## config.mk

```make
export PLATFORM = sky130hd
export DESIGN_NAME = shr_link_sched
export DESIGN_NICKNAME = d
export VERILOG_FILES = /design/src/rtl/shr_link_sched.sv
export SDC_FILE = /design/constraint.sdc
export NUM_CORES = 1
export LEC_CHECK = 0
export CORE_UTILIZATION = 51
export DETAILED_ROUTE_END_ITERATION = 8
export PLACE_DENSITY = 0.8
export SLEW_MARGIN = 25
export SYNTH_ARGS = -nofsm -noshare
export SYNTH_HDL_FRONTEND = slang
export SYNTH_SLANG_ARGS = --single-unit
export TNS_END_PERCENT = 100
```

## constraint.sdc

```tcl
create_clock -name clk_in -period 2.6 [get_ports clk_in]
set_clock_uncertainty 0.05 [all_clocks]
set_input_delay 0.26 -clock clk_in [delete_from_list [all_inputs] [get_ports clk_in]]
set_output_delay 0.26 -clock clk_in [all_outputs]
set_load 0.005 [all_outputs]
```

## src/rtl/shr_link_sched.sv

```systemverilog
// rtl/shr_link_sched.sv - round-robin scheduler sharing one serial shift-register link
// between two frame requesters (shift MSB first, sync strobe, idle gap).
module shr_link_sched #(
  parameter int DATA_W = 16,
  parameter int DIV    = 4,
  parameter int SYN_W  = 2,
  parameter int GAP    = 2
) (
  input  logic              clk_in,
  input  logic              rst,
  input  logic              req0,
  input  logic [DATA_W-1:0] data0,
  output logic              gnt0,
  input  logic              req1,
  input  logic [DATA_W-1:0] data1,
  output logic              gnt1,
  output logic              busy,
  output logic              done,
  output logic              shr_clk,
  output logic              shr_din,
  output logic              shr_syn,
  output logic              clk_out_en,
  output logic              out_en
);

  localparam int SYNC_LEN = SYN_W * 2 * DIV;
  localparam int CNT_TOP  = (SYNC_LEN > GAP) ? SYNC_LEN : GAP;
  localparam int CNT_W    = $clog2(CNT_TOP + 1);
  localparam int BIT_W    = $clog2(DATA_W);

  localparam logic [CNT_W-1:0] DIV_LAST  = CNT_W'(DIV - 1);
  localparam logic [CNT_W-1:0] SYNC_LAST = CNT_W'(SYNC_LEN - 1);
  localparam logic [CNT_W-1:0] SYNC_PRE  = CNT_W'(SYNC_LEN - 2);
  localparam logic [CNT_W-1:0] GAP_LAST  = CNT_W'(GAP - 1);
  localparam logic [CNT_W-1:0] CNT_ONE   = CNT_W'(1);
  localparam logic [BIT_W-1:0] BIT_LAST  = BIT_W'(DATA_W - 1);
  localparam logic [BIT_W-1:0] BIT_ONE   = BIT_W'(1);

  localparam logic [1:0] ST_IDLE  = 2'd0;
  localparam logic [1:0] ST_SHIFT = 2'd1;
  localparam logic [1:0] ST_SYNC  = 2'd2;
  localparam logic [1:0] ST_GAP   = 2'd3;

  logic [1:0]        state_q, state_d;
  logic [CNT_W-1:0]  cnt_q, cnt_d;
  logic [BIT_W-1:0]  bit_q, bit_d;
  // Holds the bits still to be sent; the current bit lives in din_q.
  logic [DATA_W-2:0] sreg_q, sreg_d;
  logic              ptr_q, ptr_d;
  logic              gnt0_q, gnt0_d;
  logic              gnt1_q, gnt1_d;
  logic              busy_q, busy_d;
  logic              done_q, done_d;
  logic              clk_q, clk_d;
  logic              din_q, din_d;
  logic              syn_q, syn_d;
  logic              clk_en_q, clk_en_d;
  logic              out_en_q, out_en_d;

  logic              win0, win1;
  logic [DATA_W-1:0] sel_data;

  // ptr_q=0 favours req0 on a tie, ptr_q=1 favours req1.
  always_comb begin
    win0     = req0 & (~req1 | ~ptr_q);
    win1     = req1 & (~req0 | ptr_q);
    sel_data = win0 ? data0 : data1;
  end

  always_comb begin
    state_d  = state_q;
    cnt_d    = cnt_q;
    bit_d    = bit_q;
    sreg_d   = sreg_q;
    ptr_d    = ptr_q;
    gnt0_d   = 1'b0;
    gnt1_d   = 1'b0;
    busy_d   = busy_q;
    done_d   = 1'b0;
    clk_d    = clk_q;
    din_d    = din_q;
    syn_d    = syn_q;
    clk_en_d = clk_en_q;
    out_en_d = out_en_q;

    case (state_q)
      ST_IDLE: begin
        if (win0 || win1) begin
          state_d  = ST_SHIFT;
          gnt0_d   = win0;
          gnt1_d   = win1;
          ptr_d    = win0;
          sreg_d   = sel_data[DATA_W-2:0];
          din_d    = sel_data[DATA_W-1];
          busy_d   = 1'b1;
          clk_d    = 1'b0;
          cnt_d    = '0;
          bit_d    = '0;
          clk_en_d = 1'b1;
        end
      end

      ST_SHIFT: begin
        if (cnt_q != DIV_LAST) begin
          cnt_d = cnt_q + CNT_ONE;
        end else begin
          cnt_d = '0;
          if (!clk_q) begin
            clk_d = 1'b1;
          end else if (bit_q == BIT_LAST) begin
            state_d  = ST_SYNC;
            clk_d    = 1'b0;
            din_d    = 1'b0;
            syn_d    = 1'b1;
            clk_en_d = 1'b0;
            out_en_d = 1'b1;
          end else begin
            clk_d  = 1'b0;
            bit_d  = bit_q + BIT_ONE;
            din_d  = sreg_q[DATA_W-2];
            sreg_d = sreg_q << 1;
          end
        end
      end

      ST_SYNC: begin
        if (cnt_q == SYNC_LAST) begin
          state_d  = ST_GAP;
          cnt_d    = '0;
          syn_d    = 1'b0;
          out_en_d = 1'b0;
        end else begin
          cnt_d  = cnt_q + CNT_ONE;
          done_d = (cnt_q == SYNC_PRE);
        end
      end

      ST_GAP: begin
        if (cnt_q == GAP_LAST) begin
          state_d = ST_IDLE;
          cnt_d   = '0;
          busy_d  = 1'b0;
        end else begin
          cnt_d = cnt_q + CNT_ONE;
        end
      end

      default: begin
        state_d = ST_IDLE;
      end
    endcase
  end

  // Reset clears the link outputs at once so a partial frame is never latched.
  always_ff @(posedge clk_in or posedge rst) begin
    if (rst) begin
      state_q  <= ST_IDLE;
      cnt_q    <= '0;
      bit_q    <= '0;
      sreg_q   <= '0;
      ptr_q    <= 1'b0;
      gnt0_q   <= 1'b0;
      gnt1_q   <= 1'b0;
      busy_q   <= 1'b0;
      done_q   <= 1'b0;
      clk_q    <= 1'b0;
      din_q    <= 1'b0;
      syn_q    <= 1'b0;
      clk_en_q <= 1'b0;
      out_en_q <= 1'b0;
    end else begin
      state_q  <= state_d;
      cnt_q    <= cnt_d;
      bit_q    <= bit_d;
      sreg_q   <= sreg_d;
      ptr_q    <= ptr_d;
      gnt0_q   <= gnt0_d;
      gnt1_q   <= gnt1_d;
      busy_q   <= busy_d;
      done_q   <= done_d;
      clk_q    <= clk_d;
      din_q    <= din_d;
      syn_q    <= syn_d;
      clk_en_q <= clk_en_d;
      out_en_q <= out_en_d;
    end
  end

  assign gnt0       = gnt0_q;
  assign gnt1       = gnt1_q;
  assign busy       = busy_q;
  assign done       = done_q;
  assign shr_clk    = clk_q;
  assign shr_din    = din_q;
  assign shr_syn    = syn_q;
  assign clk_out_en = clk_en_q;
  assign out_en     = out_en_q;

endmodule
```

## After elaboration in Yosys (flattened, before gate mapping)

Index checks and enable logic that the tools add are counted.

| storage, ports and cells | value |
|---|---|
| flip-flop bits (word level) | 35 |
| input bits | 36 |
| output and inout port bits | 9 |
| logic and storage cells | 100 |

| cells by class | value |
|---|---|
| add/subtract/negate cells | 2 |
| equal/unequal tests | 15 |
| multiplexer cells | 50 |
| bitwise gates (word level) | 7 |
| reduce and logical (&&, ||, !) cells | 13 |

Operators by type and width:

| cell | number |
|---|---|
| 2-to-1 mux 15 bit | 4 |
| one-hot mux 15 bit (2 select lines) | 1 |
| 2-to-1 mux 1 bit | 22 |
| 2-to-1 mux 5 bit | 4 |
| one-hot mux 5 bit (4 select lines) | 1 |
| 2-to-1 mux 16 bit | 1 |
| 2-to-1 mux 4 bit | 4 |
| AND reduction 5 bit | 3 |
| inequality test 2 bit, second input constant | 7 |
| 2-to-1 mux 2 bit | 6 |
| == test 5 x 4 -> 1 bit, second input constant | 2 |
| one-hot mux 1 bit (2 select lines) | 5 |
| one-hot mux 2 bit (4 select lines) | 1 |
| one-hot mux 4 bit (2 select lines) | 1 |
| AND reduction 3 bit | 2 |
| AND reduction 6 bit | 1 |
| nonzero test 2 bit | 3 |
| adder 5 x 1 -> 5 bit, second input constant | 1 |
| == test 5 x 1 -> 1 bit, second input constant | 1 |
| inequality test 5 x 2 -> 1 bit, second input constant | 1 |
| adder 4 x 1 -> 4 bit, second input constant | 1 |
| == test 2 bit, second input constant | 2 |
| == test 4 bit, second input constant | 1 |
| AND reduction 4 bit | 1 |
| 7 further kinds | 11 |

## Logic depth before layout (Yosys ltp)

| depth | value |
|---|---|
| word-level depth | 6 |
| gate-level depth with buffers | 9 |
| gate-level depth less buffers | 6 |

## Least setup slack after synthesis

No wires, ideal clock.

| timing path | value |
|---|---|
| path kind | flip-flop to flip-flop |
| start point | register cnt_q[0] |
| end point | register sreg_q[12] |
| library setup time | 0.125 ns |
| data arrival time | 1.928 ns |
| data required time | 2.425 ns |
| path slack | 0.497 ns |
| cell stages (with the launch flop) | 9 |
| path buffers | 3 |
| clock period less this slack | 2.103 ns |
| cells stage by stage | dfrtp_1 -> ha_1 -> or4b_1 -> buf_2 -> a21oi_2 -> nand2b_1 -> buf_6 -> buf_12 -> mux2_4 |

| between the ends | value |
|---|---|
| cells in the longest elaborated chain, start to end | 3 |

RTL lines:

| item | RTL line | source |
|---|---|---|
| from (decl) | 45 | `logic [CNT_W-1:0] cnt_q, cnt_d;` |
| from (signal assigned) | 173 | `cnt_q <= cnt_d;` |
| inequality test 5 x 2 -> 1 bit | 104 | `if (cnt_q != DIV_LAST) begin` |
| inequality test 2 bit (no source line) | -- |  |
| AND reduction 5 bit (no source line) | -- |  |
| to (signal assigned) | 175 | `sreg_q <= sreg_d;` |
| to (decl) | 48 | `logic [DATA_W-2:0] sreg_q, sreg_d;` |

Every way passes these cells.
A chain may end at the register's enable or synchronous reset.

## Worst setup path in the final report

| timing path | value |
|---|---|
| start point | register cnt_q[0] |
| end point | register sreg_q[14] |

Same word-level chain as after synthesis.

==> flow_metrics.env <==
export IMPL_first_global_vias=1594
export IMPL_worst_path_largest_cell_delay_ns=0.58
export IMPL_initial_utilization_pct=55.3
export IMPL_internal_power_uw=795
export IMPL_die_height_um=66.2
export IMPL_number_of_i_o_pins=45
export IMPL_timing_slew_headroom_pct=70.7
export IMPL_layout_drive_gt1_share_pct=15.5
export IMPL_regToRegStartpoint="cnt_q[0]"
export IMPL_chipWidth_um=66.2
export IMPL_cp_depth=6
export IMPL_drv_cap=0
export IMPL_leading_cell_types_by_total_area_after_synthesis="dfrtp_1, mux2i_1, ha_1"
export IMPL_final_cell_area_mm2=0.00266
export IMPL_grt_overflow_total=0
export IMPL_synth_cell_types=45
export IMPL_crit_type="flop to flop"
export IMPL_number_of_slew_limit_violations_in_the_final_report=0
export IMPL_total_vias_in_the_final_route=1682
export IMPL_combinational_family_with_the_most_area_after_synthesis="multiplexers"
export IMPL_power_share_sequential_pct=53.9
export IMPL_critical_path_n_buffers_inverters=1
export IMPL_largest_net_degree_at_the_start_of_global_routing=36
export IMPL_synthesized_area_fraction_occupied_by_xor_and_xnor_cells_pct=0
export IMPL_place_congestion=0.852
export IMPL_layout_nets=296
export IMPL_cp_slowest_cell="or4b_1"
export IMPL_rsz_0062_raised_after_global_routing="false"
export IMPL_most_frequent_cells_after_synthesis="dfrtp_1, nand2_1, o21ai_0"
export IMPL_via_per_inst=5.63
export IMPL_worst_slew_pin_slew_ns=0.440
export IMPL_wl_per_cell_um=14.4
export IMPL_peakVddDrop_v=0.000370
export IMPL_floorplan_die_area_mm2=0.00438
export IMPL_min_period_ns=2.20
export IMPL_clkLatencyLatePin_ns=0.28
export IMPL_cts_repair_resize_count=0
export IMPL_area_growth_pct=26.5
export IMPL_crit_path_end="sreg_q[14]"
export IMPL_tritoncts_num_buffers=5
export IMPL_wl_um=4310
export IMPL_critical_path_peak_fanout=18
export IMPL_cts_num_sinks=35
export IMPL_core_area_mm2=0.00380
export IMPL_synth_enable_flop_cells=0
export IMPL_required_ns=2.72
export IMPL_place_hpwl_um=3190
export IMPL_synth_largest_area_cell="dfrtp_1"
export IMPL_power_static_leakage_nw=1.11
export IMPL_seq_area_frac_synth_pct=41.7
export IMPL_synthesis_area_per_instance_um2=10.2
export IMPL_grt_antenna_before_repair=0
export IMPL_antenna_cells_inserted=0
export IMPL_power_combinational_fraction_pct=9.9
export IMPL_ys_flop_type="dfrtp_1"
export IMPL_cts_hold_repair_buffers=0
export IMPL_status="finished, final reports clean"
export IMPL_clock_tree_buffer_depth=2
export IMPL_cp_start_kind="flop"
export IMPL_rr_endpoint="sreg_q[14]"
export IMPL_yosys_cell_count_top_type="dfrtp_1"
export IMPL_placed_cell_area_mm2=0.00257
export IMPL_clk_pin_slew_worst_setup_hold_paths_ns=0.07
export IMPL_p_per_area_mw_per_mm2=380
export IMPL_timing_critical_path_cells="ha_1 -> or4b_1 -> a21oi_2 -> nand2b_1 -> buf_4 -> mux2_4"
export IMPL_yosys_register_bits=35
export IMPL_min_path_type="input pin to asynchronous set/reset pin"
export IMPL_clockPowerShare_pct=36.2
export IMPL_worst_endpoint_arrival_ns=2.31
export IMPL_area_share_of_and_or_nand_nor_cells_after_synthesis_pct=13.1
export IMPL_grt_use_total_pct=22.5
export IMPL_synth_fa_ha_area_share_pct=5.96
export IMPL_setup_worst_path_end_class="flop"
export IMPL_initialDrtViolationCount=81
export IMPL_timing_reg2reg_worst_path_depth=6
export IMPL_final_min_period_over_clock_period_pct=84.6
export IMPL_fmaxAchievable_mhz=455
export IMPL_portBuffers=44
export IMPL_n_fill_cell=306
export IMPL_wire_length_of_the_first_global_routing_pass_um=7250
export IMPL_cell_family_contributing_the_most_delay_on_the_critical_path="simple AND/OR/NAND/NOR gates"
export IMPL_async_flop_share_pct=100
export IMPL_cts_repair_timing_setup_buffer_count=0
export IMPL_switching_power_uw=215
export IMPL_synthMuxAreaShare_pct=18.8
export IMPL_worst_reg_to_reg_setup_slack_ns=0.40
export IMPL_synth_compound_area_share_pct=14.7
export IMPL_regArea_um2=876
export IMPL_synth_warnings=0
export IMPL_synth_cell_area_mm2=0.00210
export IMPL_setup_viol=0
export IMPL_yosys_area_top_type_share_pct=41.7
export IMPL_clock_tree_htree_level_count=2
export IMPL_row_count=22
export IMPL_drc=0
export IMPL_clock_tree_from_tritoncts="yes"
export IMPL_multi_input_comb_area_mm2=0.00110
export IMPL_startpoint="cnt_q[0]"
export IMPL_switching_share_pct=21.2
export IMPL_synth_net_count=251
export IMPL_syn_instance_count=205
export IMPL_drt_antenna_violating_nets=0
export IMPL_cts_root_buffer="clkbuf_8"
export IMPL_hold_viol=0
export IMPL_drt_pre_antenna_iters=4
export IMPL_totalNegativeSetupSlack_ns=0
## state kept, by name, summed over array words and instances, names as in the netlist, 2 cells and up
| register | flops |
|---|---|
| state_q | 2 |
| sreg_q | 15 |
| cnt_q | 5 |
| bit_q | 4 |
## cells by family (layout without fill, tap and decap cells)
| family | Yosys count | count (layout) |
|---|---|---|
| AO/OA/AOI/OAI | 47 | 47 |
| adder cells (fa/ha/maj) | 10 | 10 |
| buffers and inverters | 24 | 70 |
| flip-flops | 35 | 35 |
| multiplexers | 35 | 35 |
| AND/OR/NAND/NOR | 54 | 54 |
## power by group through the flow
stage | Sequential, mW | Clock [mW] | Combinational, mW
3_3_place_gp | 0.555 | 0 | 0.0989
2_1_floorplan | 0.555 | 0 | 0.0357
6_report | 0.545 | 0.366 | 0.100
5_1_grt | 0.544 | 0.407 | 0.109
4_1_cts | 0.544 | 0.378 | 0.102
3_5_place_dp | 0.555 | 0 | 0.102
## metrics by stage
stage	utilization, %	power [mW]	hold WS [ns]	instances	setup slack, ns
after CTS	69.9	1.03	0.340	299	0.415
final	69.9	1.01	0.321	299	0.401
after detailed placement	67.8	0.656	0.427	291	0.437
after floorplan	-	0.590	0.296	205	0.497
after global routing	69.9	1.06	0.390	299	0.269
after global placement	67.8	0.654	0.426	291	0.403
## per-layer routing
layer	up-vias	wire, um	part of all wire, %	global-route usage (%)
met5	-	0	0	0
met4	0	41	0.95	6.65
met3	4	297	6.9	7.24
met2	53	1940	45	34.3
met1	800	2040	47	30.4
li1	825	-	-	-
## placed cells by master (no fill, tap or decap), types with 6 or more instances in the layout
cell type,Yosys,final
clkdlybuf4s50_1,0,44
mux2_4,6,6
ha_1,10,10
nand2_1,27,27
dfrtp_1,35,35
mux2i_1,18,18
buf_4,1,7
inv_1,11,11
o21ai_0,19,19
mux2_2,11,11
## final cells by class
type	count	share of cell area, %
inverters	11	1.55
flip-flops and latches	35	33.0
multi-input cells	146	41.6
repair buffers	51	18.6
clock inverters	1	0.188
well taps	48	2.26
clock buffers	7	2.87
## worst min-delay path by stage
| stage | start | end | cells after the start |
|---|---|---|---|
| 2_1_floorplan | req0 | gnt1 | 1 |
| 3_3_place_gp | sreg_q[0] | sreg_q[0] | 1 |
| 3_5_place_dp | sreg_q[0] | sreg_q[0] | 1 |
| 4_1_cts | rst | gnt1 | 3 |
| 5_1_grt | rst | gnt1 | 3 |
| 6_report | rst | cnt_q[3] | 3 |
## worst reg2reg max path: stages, from the launching register on
cell,delay [ns]
dfrtp_1,0.40
ha_1,0.25
or4b_1,0.58
a21oi_2,0.21
nand2b_1,0.07
buf_4,0.21
mux2_4,0.33
No activity file was read; power rests on OpenSTA's default activity.
